$ cat config.mk
export PLATFORM = sky130hd
export DESIGN_NAME = core_bus_initiator
export DESIGN_NICKNAME = d
export VERILOG_FILES = /design/src/rtl/core_bus_pkg.sv /design/src/rtl/core_bus_timeout.sv /design/src/rtl/core_bus_initiator.sv
export SDC_FILE = /design/constraint.sdc
export NUM_CORES = 1
export LEC_CHECK = 0
export ABC_AREA = 0
export BUFFER_PORTS_ARGS = -buffer_cell sky130_fd_sc_hd__buf_2
export CAP_MARGIN = 20
export CORE_AREA = 3 3 110 112
export CTS_CLUSTER_SIZE = 28
export DETAILED_ROUTE_END_ITERATION = 10
export DIE_AREA = 0 0 113 115
export PLACE_DENSITY_LB_ADDON = 0.2
export SYNTH_ARGS = -nofsm -noshare
export SYNTH_HDL_FRONTEND = slang
export SYNTH_SLANG_ARGS = --single-unit
$ cat constraint.sdc
create_clock -name clk -period 1.88 [get_ports clk]
set_input_delay 0 -clock clk [delete_from_list [all_inputs] [get_ports clk]]
set_output_delay 0 -clock clk [all_outputs]
set_load 0.02 [all_outputs]
$ cat src/rtl/core_bus_pkg.sv
// Shared definitions for the core bus initiator: FSM encoding, CPU address field layout, defaults.
// Latency: n/a (types, constants and a pure decode helper only).
// Backpressure: n/a.
// Build option: CORE_BUS_TIMEOUT_EN (used by core_bus_initiator) enables the ACCESS abort counter.
package core_bus_pkg;

  // Transaction FSM: one outstanding access at a time.
  typedef enum logic [1:0] {
    ST_IDLE   = 2'd0,
    ST_ACCESS = 2'd1,
    ST_RESP   = 2'd2
  } bus_state_e;

  // CPU byte-address layout for core register accesses.
  // Bits [23:10] carry no meaning for the core bus and are ignored.
  localparam int PREFIX_HI = 31;
  localparam int PREFIX_LO = 30;
  localparam int IDX_HI    = 29;
  localparam int IDX_LO    = 24;
  localparam int REG_HI    = 9;
  localparam int REG_LO    = 2;

  localparam int PREFIX_W = PREFIX_HI - PREFIX_LO + 1;
  localparam int IDX_W    = IDX_HI - IDX_LO + 1;
  localparam int REG_W    = REG_HI - REG_LO + 1;

  localparam logic [PREFIX_W-1:0] DEFAULT_MMIO_PREFIX = 2'b11;

  // Read data returned alongside an error response.
  localparam logic [31:0] ERR_RDATA = 32'h0000_0000;

  // Only full-word writes reach the cores; partial strobes are rejected.
  function automatic logic strobe_ok(input logic we, input logic [3:0] wstrb);
    return !we || (wstrb == 4'hf);
  endfunction

endpackage

$ cat src/rtl/core_bus_timeout.sv
// Abort counter for the ACCESS phase: flags expiry when the selected core stays silent too long.
// Latency: expired_o is combinational from the count; counts from the first ACCESS cycle.
// Backpressure: none; a ready in the expiry cycle suppresses expired_o so completion wins.
//
// Ports:
//   clk, reset_n : clock, synchronous active-low reset
//   start_i      : pulse in the cycle the FSM enters ACCESS (clears the count)
//   active_i     : FSM is in ACCESS
//   ready_i      : the selected core answered this cycle
//   expired_o    : ACCESS has lasted TIMEOUT_CYCLES cycles with no answer
module core_bus_timeout #(
  parameter int TIMEOUT_CYCLES = 255
) (
  input  logic clk,
  input  logic reset_n,
  input  logic start_i,
  input  logic active_i,
  input  logic ready_i,
  output logic expired_o
);

  // At least 8 bits, wider only when the limit needs it.
  localparam int CNT_W = (TIMEOUT_CYCLES > 255) ? $clog2(TIMEOUT_CYCLES + 1) : 8;
  // The count equals the number of completed silent ACCESS cycles, so the
  // TIMEOUT_CYCLES-th silent cycle is the one seeing LAST.
  localparam logic [CNT_W-1:0] LAST = CNT_W'(TIMEOUT_CYCLES - 1);

  logic [CNT_W-1:0] cnt_q;
  logic [CNT_W-1:0] cnt_d;

  always_comb begin
    cnt_d = cnt_q;
    if (start_i) begin
      cnt_d = '0;
    end else if (active_i && !ready_i) begin
      cnt_d = cnt_q + CNT_W'(1);
    end
  end

  always_ff @(posedge clk) begin
    if (!reset_n) begin
      cnt_q <= '0;
    end else begin
      cnt_q <= cnt_d;
    end
  end

  assign expired_o = active_i && !ready_i && (cnt_q == LAST);

endmodule

$ cat src/rtl/core_bus_initiator.sv
// MMIO initiator: decodes a CPU word request to one core register and runs a single cs/ready access.
// Latency: legal request seen in cycle N -> core_cs in N+1 -> cpu_ready in N+2+waits; illegal -> cpu_ready in N+1.
// Backpressure: cpu side waits for the one-cycle cpu_ready strobe; core side stretches ACCESS until core_ready[idx].
//
// Build option: define CORE_BUS_TIMEOUT_EN to abort an ACCESS after TIMEOUT_CYCLES silent cycles
// (error response). Without it ACCESS waits indefinitely for the selected core.
//
// Ports:
//   clk, reset_n          : clock, synchronous active-low reset
//   cpu_valid/we/addr     : CPU request (valid held until cpu_ready), byte address
//   cpu_wstrb/cpu_wdata   : write strobes (must be 4'hf) and write data
//   cpu_ready             : one-cycle response strobe; cpu_rdata/cpu_error valid with it
//   core_cs               : one-hot core select, held for the whole access
//   core_we/core_address/core_write_data : access attributes, stable while core_cs is high
//   core_read_data        : packed per-core read data, core i at [32*i+31:32*i]
//   core_ready            : per-core ready, combinational with core_cs inside the cores
module core_bus_initiator
  import core_bus_pkg::*;
#(
  parameter int                  NUM_CORES      = 4,
  parameter logic [PREFIX_W-1:0] MMIO_PREFIX    = DEFAULT_MMIO_PREFIX,
  parameter int                  TIMEOUT_CYCLES = 255
) (
  input  logic                    clk,
  input  logic                    reset_n,
  input  logic                    cpu_valid,
  input  logic                    cpu_we,
  input  logic [31:0]             cpu_addr,
  input  logic [3:0]              cpu_wstrb,
  input  logic [31:0]             cpu_wdata,
  output logic                    cpu_ready,
  output logic [31:0]             cpu_rdata,
  output logic                    cpu_error,
  output logic [NUM_CORES-1:0]    core_cs,
  output logic                    core_we,
  output logic [7:0]              core_address,
  output logic [31:0]             core_write_data,
  input  logic [NUM_CORES*32-1:0] core_read_data,
  input  logic [NUM_CORES-1:0]    core_ready
);

  // ---------------------------------------------------------------------------
  // Request decode (combinational, sampled only in IDLE)
  // ---------------------------------------------------------------------------
  logic [PREFIX_W-1:0]  req_prefix;
  logic [IDX_W-1:0]     req_idx;
  logic [REG_W-1:0]     req_reg;
  logic [NUM_CORES-1:0] req_onehot;
  logic                 req_legal;
  logic                 unused_addr_bits;

  assign req_prefix = cpu_addr[PREFIX_HI:PREFIX_LO];
  assign req_idx    = cpu_addr[IDX_HI:IDX_LO];
  assign req_reg    = cpu_addr[REG_HI:REG_LO];

  // Middle address bits are a don't-care window between core index and register.
  assign unused_addr_bits = ^cpu_addr[IDX_LO-1:REG_HI+1];

  // An out-of-range index decodes to all zeros, which doubles as the range check.
  always_comb begin
    req_onehot = '0;
    for (int i = 0; i < NUM_CORES; i++) begin
      req_onehot[i] = (req_idx == IDX_W'(i));
    end
  end

  assign req_legal = (req_prefix == MMIO_PREFIX) &&
                     (|req_onehot) &&
                     (cpu_addr[1:0] == 2'b00) &&
                     strobe_ok(cpu_we, cpu_wstrb);

  // ---------------------------------------------------------------------------
  // Selected-core response: the one-hot select masks ready and steers read data,
  // so a ready from any other core has no effect.
  // ---------------------------------------------------------------------------
  logic [NUM_CORES-1:0] core_cs_q;
  logic                 ready_hit;
  logic [31:0]          sel_rdata;

  assign ready_hit = |(core_ready & core_cs_q);

  always_comb begin
    sel_rdata = '0;
    for (int i = 0; i < NUM_CORES; i++) begin
      if (core_cs_q[i]) begin
        sel_rdata = sel_rdata | core_read_data[32*i +: 32];
      end
    end
  end

  // ---------------------------------------------------------------------------
  // Optional ACCESS timeout
  // ---------------------------------------------------------------------------
  bus_state_e state_q;
  logic       access_start;
  logic       in_access;
  logic       timeout_hit;

  assign access_start = (state_q == ST_IDLE) && cpu_valid && req_legal;
  assign in_access    = (state_q == ST_ACCESS);

`ifdef CORE_BUS_TIMEOUT_EN
  core_bus_timeout #(
    .TIMEOUT_CYCLES (TIMEOUT_CYCLES)
  ) u_timeout (
    .clk       (clk),
    .reset_n   (reset_n),
    .start_i   (access_start),
    .active_i  (in_access),
    .ready_i   (ready_hit),
    .expired_o (timeout_hit)
  );
`else
  logic [31:0] unused_timeout_cfg;
  logic        unused_timeout_sig;
  assign unused_timeout_cfg = 32'(TIMEOUT_CYCLES);
  assign unused_timeout_sig = access_start ^ in_access;
  assign timeout_hit        = 1'b0;
`endif

  // ---------------------------------------------------------------------------
  // Transaction FSM with registered outputs
  // ---------------------------------------------------------------------------
  logic        cpu_ready_q;
  logic [31:0] cpu_rdata_q;
  logic        cpu_error_q;
  logic        core_we_q;
  logic [7:0]  core_addr_q;
  logic [31:0] core_wdata_q;

  always_ff @(posedge clk) begin
    if (!reset_n) begin
      state_q      <= ST_IDLE;
      cpu_ready_q  <= 1'b0;
      cpu_rdata_q  <= '0;
      cpu_error_q  <= 1'b0;
      core_cs_q    <= '0;
      core_we_q    <= 1'b0;
      core_addr_q  <= '0;
      core_wdata_q <= '0;
    end else begin
      // cpu_ready is only ever raised on the edge that enters RESP.
      cpu_ready_q <= 1'b0;
      case (state_q)
        ST_IDLE: begin
          if (cpu_valid) begin
            if (req_legal) begin
              core_cs_q    <= req_onehot;
              core_we_q    <= cpu_we;
              core_addr_q  <= req_reg;
              core_wdata_q <= cpu_wdata;
              state_q      <= ST_ACCESS;
            end else begin
              // Rejected without touching the core bus.
              cpu_ready_q <= 1'b1;
              cpu_error_q <= 1'b1;
              cpu_rdata_q <= ERR_RDATA;
              state_q     <= ST_RESP;
            end
          end
        end

        ST_ACCESS: begin
          if (ready_hit || timeout_hit) begin
            cpu_ready_q  <= 1'b1;
            // Ready takes priority; timeout_hit is already gated by ready.
            cpu_error_q  <= !ready_hit;
            cpu_rdata_q  <= (ready_hit && !core_we_q) ? sel_rdata : ERR_RDATA;
            core_cs_q    <= '0;
            core_we_q    <= 1'b0;
            core_addr_q  <= '0;
            core_wdata_q <= '0;
            state_q      <= ST_RESP;
          end
        end

        ST_RESP: begin
          // Clear here so the IDLE cycle that follows already shows zero data.
          cpu_rdata_q <= '0;
          cpu_error_q <= 1'b0;
          state_q     <= ST_IDLE;
        end

        default: begin
          state_q <= ST_IDLE;
        end
      endcase
    end
  end

  assign cpu_ready       = cpu_ready_q;
  assign cpu_rdata       = cpu_rdata_q;
  assign cpu_error       = cpu_error_q;
  assign core_cs         = core_cs_q;
  assign core_we         = core_we_q;
  assign core_address    = core_addr_q;
  assign core_write_data = core_wdata_q;

endmodule
==> summary.txt, run 1 <==
Routing
  • Via count: 4,317
  • Post-Route WL: 13,950 microns
  • DR WL/cell: 16.77 microns
  • Vias per inst: 5.189
  • # DRC: 0
  • First DRT Iteration DRCs: 188
  • DRT antenna net count: 0
  • Pre-antenna DRT Iters: 4

Run
  • Max-Cap Viols: 0

Synth
  • Mean Syn Cell Area: 10.30 sq um
  • Library cells used by synthesis: 39
  • Syn Nets: 584
  • Post-synthesis sequential area ratio: 41.78%
  • Cell area after synthesis: 3881 sq um
  • EDFF count, synth: 0
  • FFs w/ async S/R, synth: 0%
  • FF+latch count, synth: 81
  • Main synth FF type: dfxtp_1
  • Yosys Warn Count: 0
  • Gate Count Post-Synth: 377

Floorplan
  • Core Area: 11,320 sq um
  • Initial Util: 34.28%
  • Standard-cell row count: 39
  • IO Pins: 283
  • Die span in x: 113 microns
  • Die Y-Extent: 115 microns
  • Die area: 13,000 sq um

Global routing
  • Overflow after GRT: 0
  • Largest net degree at the start of global routing: 48
  • Tot GR Track Use: 19.48%
  • Global-route wire length before repair: 20,490 microns
  • Vias in the first global route: 4,126
  • Antenna violations before repair: 0

Timing
  • Worst slew pin tran: 0.4792 ns
  • Worst clock skew: 0.005632 ns
  • Highest clock rate: 538.6 MHz
  • Worst rel slew slack: 67.76%
  • Count of final hold-check violations: 0
  • Setup TNS: 0 ns
  • Worst Hold Slack: 0.01982 ns
  • # setup viols final: 0
  • Max-slew violation count: 0
  • Period Utilization, post-route: 98.76%
  • Minimum clock period: 1.857 ns
  • RSZ-0062 raised after global routing: true

Clock network
  • Clock Root Buffer: clkbuf_16
  • TritonCTS clock tree: done
  • Htree depth: 3
  • Clock latency on the worst-skew pair: 0.33 ns
  • Clock sink count: 81
  • Inserted Clock Buffers: 9
  • Clk buf depth: 2
  • Clock slew at reported path FFs: 0.06 ns

Worst setup path
  • Critical path capture point: core_write_data[13]$_SDFFE_PN0P_
  • R2R depth: 8
  • CP delay by family, top: compound AO/OA/AOI/OAI gates
  • Worst r2r dst: core_write_data[13]$_SDFFE_PN0P_
  • CP max stage delay: 0.36 ns
  • Worst-path cell chain: inv_2 > ha_4 > and2b_2 > a311oi_2 > buf_4 > o21ai_4 > clkbuf_16 > a32o_1
  • Crit path DAT: 2.07 ns
  • Buf+Inv Stages, Crit Path: 3
  • Reg-to-reg startpoint: state_q[1]$_SDFFE_PN0P_
  • Crit-path slowest cell: dfxtp_2
  • Crit end category: flop
  • Critical path class: flop to flop
  • Levels on crit path: 8
  • Data required, critical path: 2.10 ns
  • Reg2reg setup slack: 0.02 ns
  • Startpoint types: flop
  • Crit path max fanout: 5
  • Worst Setup SP: state_q[1]$_SDFFE_PN0P_

Final layout
  • Layout cell share with drive strength beyond 1: 47.61%
  • Register area: 1624 sq um
  • P&R area growth vs syn: 59.54%
  • Diodes inserted: 0
  • Nets: 891
  • Fillcell total: 989
  • Post-layout util: 54.70%
  • Multi-input gate area: 2008 sq um

Power
  • Leak Pwr: 2.870 nW
  • PwrDens: 620.8 nW/um^2
  • Peak supply drop: 0.5118 mV
  • Total Power: 3.844 mW

Placed design
  • DP Wirelength: 9560 microns
  • PortBufs: 268
  • GP Congestion: 0.7329

Worst hold path
  • Min-delay worst type: input port to flop

Status
  • Run status: finished, final reports clean
[how the worst min path moves through the flow]
stage	cells past startpoint	slack, ns	to	startpoint
floorplan	1	0.13	core_address[0]$_SDFFE_PN0P_	cpu_addr[2]
global placement	2	0.21	core_write_data[24]$_SDFFE_PN0P_	cpu_wdata[24]
detailed placement	2	0.21	core_address[0]$_SDFFE_PN0P_	cpu_addr[2]
CTS	4	0.003	core_cs[1]$_SDFFE_PN0P_	cpu_addr[28]
global route	4	0.03	core_cs[1]$_SDFFE_PN0P_	cpu_addr[29]
finish	4	0.02	core_cs[1]$_SDFFE_PN0P_	cpu_addr[28]
[final cells by class]
type	count	area share, %
Clock buffer	11	3.920
Tap cell	143	2.889
Inverter	3	0.1819
Sequential cell	81	26.23
Clock inverter	5	0.6264
Timing Repair Buffer	337	33.72
Multi-Input combinational cell	252	32.43
[cells in the mapped netlist (2+ instances only)]
| library cell | count | area [sq um] |
|---|---|---|
| dfxtp_1 | 81 | 1622 |
| a22oi_1 | 66 | 495.5 |
| nand2_1 | 40 | 150.1 |
| a32o_1 | 37 | 370.4 |
| mux2i_1 | 37 | 370.4 |
| a21o_1 | 32 | 240.2 |
| clkbuf_1 | 26 | 97.59 |
| buf_6 | 10 | 112.6 |
| a32o_2 | 4 | 45.04 |
| buf_12 | 3 | 60.06 |
| ha_1 | 3 | 37.54 |
| inv_1 | 3 | 11.26 |
| o21ai_0 | 3 | 15.01 |
| a21boi_0 | 2 | 15.01 |
| a22o_1 | 2 | 17.52 |
| buf_4 | 2 | 15.01 |
| nand2b_1 | 2 | 12.51 |
| nand4_1 | 2 | 12.51 |
| nor2_1 | 2 | 7.510 |
[logic make-up after synthesis]
kind of cell / share of synthesized area (%)
AOI/OAI and AO/OA: 32.82
adders and majority gates: 0.9672
buffers and inverters: 7.866
DFF: 41.78
muxes: 9.542
and+or+nand+nor: 7.028
[repair_timing]
item,CTS,global route
setup endpoints to repair,41,41
endpoints found under the hold margin,45,0
cloned,0,8
pin swaps,1,31
resized for setup,3,11
hold buffers,43,0
buffers inserted,0,1
[power breakdown]
| group | internal (mW) | switching, mW |
|---|---|---|
| clock network | 0.941 | 0.706 |
| registers | 1.72 | 0.00503 |
| logic | 0.281 | 0.189 |
| total | 2.94 | 0.899 |
[state kept, by name, indices dropped and copies added (netlist names)]
signal           flops
cpu_ready            1
core_cs              4
core_we              1
cpu_error            1
cpu_rdata           32
state_q              2
core_write_data     32
core_address         8
[through the flow]
stage | instances | setup slack (ns) | area, sq um
after floorplan | 377 | 0.04602 | 3881
after global placement | 764 | 0.01834 | 5306
after detailed placement | 764 | -0.03502 | 5306
after CTS | 823 | 0.02958 | 6030
after global routing | 832 | -0.01719 | 6192
final | 832 | 0.02327 | 6192
[metal layers]
metal  up-vias  track usage [%]  wire length [microns]
met1      1975            22.75                   5517
met5         -                0                      0
met4         0            7.452                    375
met3        34            4.632                   1211
li1       2085                -                      -
met2       223            34.64                   6847
[layout by cell type (no fill, tap or decap), drive strengths merged, types with 3 or more instances in the layout]
cell,synthesis,layout
clkbuf,26,14
ha,3,3
a21o,32,32
dlygate4sd3,0,43
a22oi,66,66
a32o,41,41
o21ai,4,5
buf,15,291
mux2i,37,37
inv,3,5
nand2,40,40
dfxtp,81,81
[worst register-to-register path: stages, from the launching register on]
cell,delay [ns]
dfxtp_2,0.36
inv_2,0.06
ha_4,0.16
and2b_2,0.21
a311oi_2,0.26
buf_4,0.18
o21ai_4,0.11
clkbuf_16,0.20
a32o_1,0.22
Power figures use the tool's default switching activity.
==> inputs of run 2 (changes only) <==
--- a/config.mk
+++ b/config.mk
@@ -6,12 +6,12 @@
 export NUM_CORES = 1
 export LEC_CHECK = 0
 export ABC_AREA = 0
-export BUFFER_PORTS_ARGS = -buffer_cell sky130_fd_sc_hd__buf_2
 export CAP_MARGIN = 20
-export CORE_AREA = 3 3 110 112
+export CORE_AREA = 3 3 109 111
 export CTS_CLUSTER_SIZE = 28
 export DETAILED_ROUTE_END_ITERATION = 10
-export DIE_AREA = 0 0 113 115
+export DIE_AREA = 0 0 112 114
+export DONT_BUFFER_PORTS = 1
 export PLACE_DENSITY_LB_ADDON = 0.2
 export SYNTH_ARGS = -nofsm -noshare
 export SYNTH_HDL_FRONTEND = slang
==> run 2 against run 1 <==
The flow now stops in clock tree synthesis (4_1_cts). Synthesized area is the same. Synthesized cell count stayed put.
==> summary.txt, run 2 <==
Synth
  • Main synth FF type: dfxtp_1
  • Yosys Warn Count: 0 (unchanged)
  • FFs w/ async S/R, synth: 0% (unchanged)
  • Syn Nets: 584 (unchanged)
  • Main combinational cell family by area after synthesis: compound AO/OA/AOI/OAI gates
  • Synth Area in Simple Gates: 7.028% (unchanged)
  • Cell taking the most area after synthesis: dfxtp_1
  • Complex-gate fraction of the synthesized area: 32.82% (unchanged)
  • Post-Synth Adder-Cell Area: 0.9671% (unchanged)
  • Most frequent cells after synthesis: dfxtp_1 (81), a22oi_1 (66), nand2_1 (40)
  • Post-synthesis sequential area ratio: 41.78% (unchanged)
  • FF+latch count, synth: 81 (unchanged)
  • Gate Count Post-Synth: 377 (unchanged)
  • Mux cell area share after synthesis: 9.542% (unchanged)
  • Synth top area share: 41.78% (unchanged)
  • EDFF count, synth: 0 (unchanged)
  • Most frequent cell after synthesis: dfxtp_1
  • Library cells used by synthesis: 39 (unchanged)
  • Top cells by area, synth: dfxtp_1 (42%), a22oi_1 (13%), a32o_1 (9.5%), mux2i_1 (9.5%), a21o_1 (6.2%)
  • XOR/XNOR share of the synthesized area: 0% (unchanged)
  • Mean Syn Cell Area: 10.30 sq um (unchanged)
  • Cell area after synthesis: 3881 sq um (unchanged)

Floorplan
  • Die Y-Extent: 114 microns (-0.87%)
  • Die span in x: 112 microns (-0.88%)
  • Standard-cell row count: 38 (-2.6%)
  • IO Pins: 283 (unchanged)
  • Initial Util: 35.65% (+1.4 points)

Placed design
  • GP Congestion: 0.8202 (+12%)
  • PortBufs: 0 (-100%)
  • Placed Area: 3980 sq um (-25%)
  • DP Wirelength: 8501 microns (-11%)

Status
  • Error: [ERROR RSZ-0060] Max buffer count reached.
  • Run status: aborted with a tool error
  • Failing step: clock tree synthesis (4_1_cts)

Clock network
  • Clk buf depth: 2 (unchanged)
  • Number of setup buffers added after CTS: 0 (unchanged)
  • Htree depth: 3 (unchanged)
  • # hold bufs at CTS: 103 (+140%)
  • Clock sink count: 81 (unchanged)
  • Clock Root Buffer: clkbuf_8
  • Inserted Clock Buffers: 9 (unchanged)
  • Post-cts sizing count: 0 (-3)
[run 2: cells by family after synthesis]
logic type,Yosys count
and+or+nand+nor,58
muxes,37
buffers and inverters,45
adders and majority gates,3
DFF,81
AOI/OAI and AO/OA,153
[run 2: stage by stage]
stage | hold slack [ns] | std cells | worst slack [ns]
after floorplan | 0.1258 | 377 | 0.04602
after global placement | 0.1268 | 492 | 0.07099
after detailed placement | 0.1308 | 492 | 0.03593
==> inputs of run 3 (changes only) <==
--- a/config.mk
+++ b/config.mk
@@ -8,11 +8,10 @@
 export ABC_AREA = 0
 export CAP_MARGIN = 20
 export CORE_AREA = 3 3 109 111
-export CTS_CLUSTER_SIZE = 28
 export DETAILED_ROUTE_END_ITERATION = 10
 export DIE_AREA = 0 0 112 114
 export DONT_BUFFER_PORTS = 1
-export PLACE_DENSITY_LB_ADDON = 0.2
+export PLACE_DENSITY_LB_ADDON = 0.15
 export SYNTH_ARGS = -nofsm -noshare
 export SYNTH_HDL_FRONTEND = slang
 export SYNTH_SLANG_ARGS = --single-unit
==> constraint.sdc (replaced) <==
create_clock -name clk -period 2.44 [get_ports clk]
set_input_delay 0 -clock clk [delete_from_list [all_inputs] [get_ports clk]]
set_output_delay 0 -clock clk [all_outputs]
set_load 0.02 [all_outputs]
==> run 3 against run 2 <==
The flow again stops in clock tree synthesis (4_1_cts). Synthesized area did not move. Synthesized cell count did not move.
==> summary.txt, run 3 <==
Placed design
  • GP Congestion: 0.7802 (-4.9%)
  • Placed Area: 3901 sq um (-2.0%)
  • DP Wirelength: 8440 microns (-0.72%)
  • Placed insts: 489 (-0.61%)
  • PortBufs: 0 (unchanged)

Clock network
  • Number of setup buffers added after CTS: 0 (unchanged)
  • Clk buf depth: 2 (unchanged)
  • Inserted Clock Buffers: 9 (unchanged)
  • Htree depth: 3 (unchanged)
  • Clock sink count: 81 (unchanged)
  • Clock Root Buffer: clkbuf_8
  • # hold bufs at CTS: 102 (-0.97%)
  • Post-cts sizing count: 0 (unchanged)

Synth
  • Syn Nets: 584 (unchanged)
  • Cell area after synthesis: 3881 sq um (unchanged)
  • Main synth FF type: dfxtp_1
  • Post-synthesis sequential area ratio: 41.78% (unchanged)
  • Cell taking the most area after synthesis: dfxtp_1
  • Gate Count Post-Synth: 377 (unchanged)
  • Top cells by area, synth: dfxtp_1 (42%), a22oi_1 (13%), a32o_1 (9.5%), mux2i_1 (9.5%), a21o_1 (6.2%)
  • FFs w/ async S/R, synth: 0% (unchanged)
  • Synth top area share: 41.78% (unchanged)
  • Most frequent cells after synthesis: dfxtp_1 (81), a22oi_1 (66), nand2_1 (40)
  • Mean Syn Cell Area: 10.30 sq um (unchanged)
  • Library cells used by synthesis: 39 (unchanged)
  • Most frequent cell after synthesis: dfxtp_1
  • Yosys Warn Count: 0 (unchanged)
  • FF+latch count, synth: 81 (unchanged)
  • EDFF count, synth: 0 (unchanged)

Status
  • Run status: aborted with a tool error
  • Error: [ERROR RSZ-0060] Max buffer count reached.
  • Failing step: clock tree synthesis (4_1_cts)

Floorplan
  • Initial Util: 35.65% (unchanged)
  • Die span in x: 112 microns (unchanged)
  • Die Y-Extent: 114 microns (unchanged)
  • Standard-cell row count: 38 (unchanged)
  • IO Pins: 283 (unchanged)
[run 3: cell families after synthesis]
logic type	share of synthesized area, %
buffers and inverters	7.866
adders and majority gates	0.9672
AOI/OAI and AO/OA	32.82
muxes	9.542
and+or+nand+nor	7.028
DFF	41.78
[run 3: through the flow]
step / setup WS (ns) / utilization (%)
after floorplan: 0.6060 / -
after global placement: 0.2050 / 35.58
after detailed placement: 0.1977 / 35.83
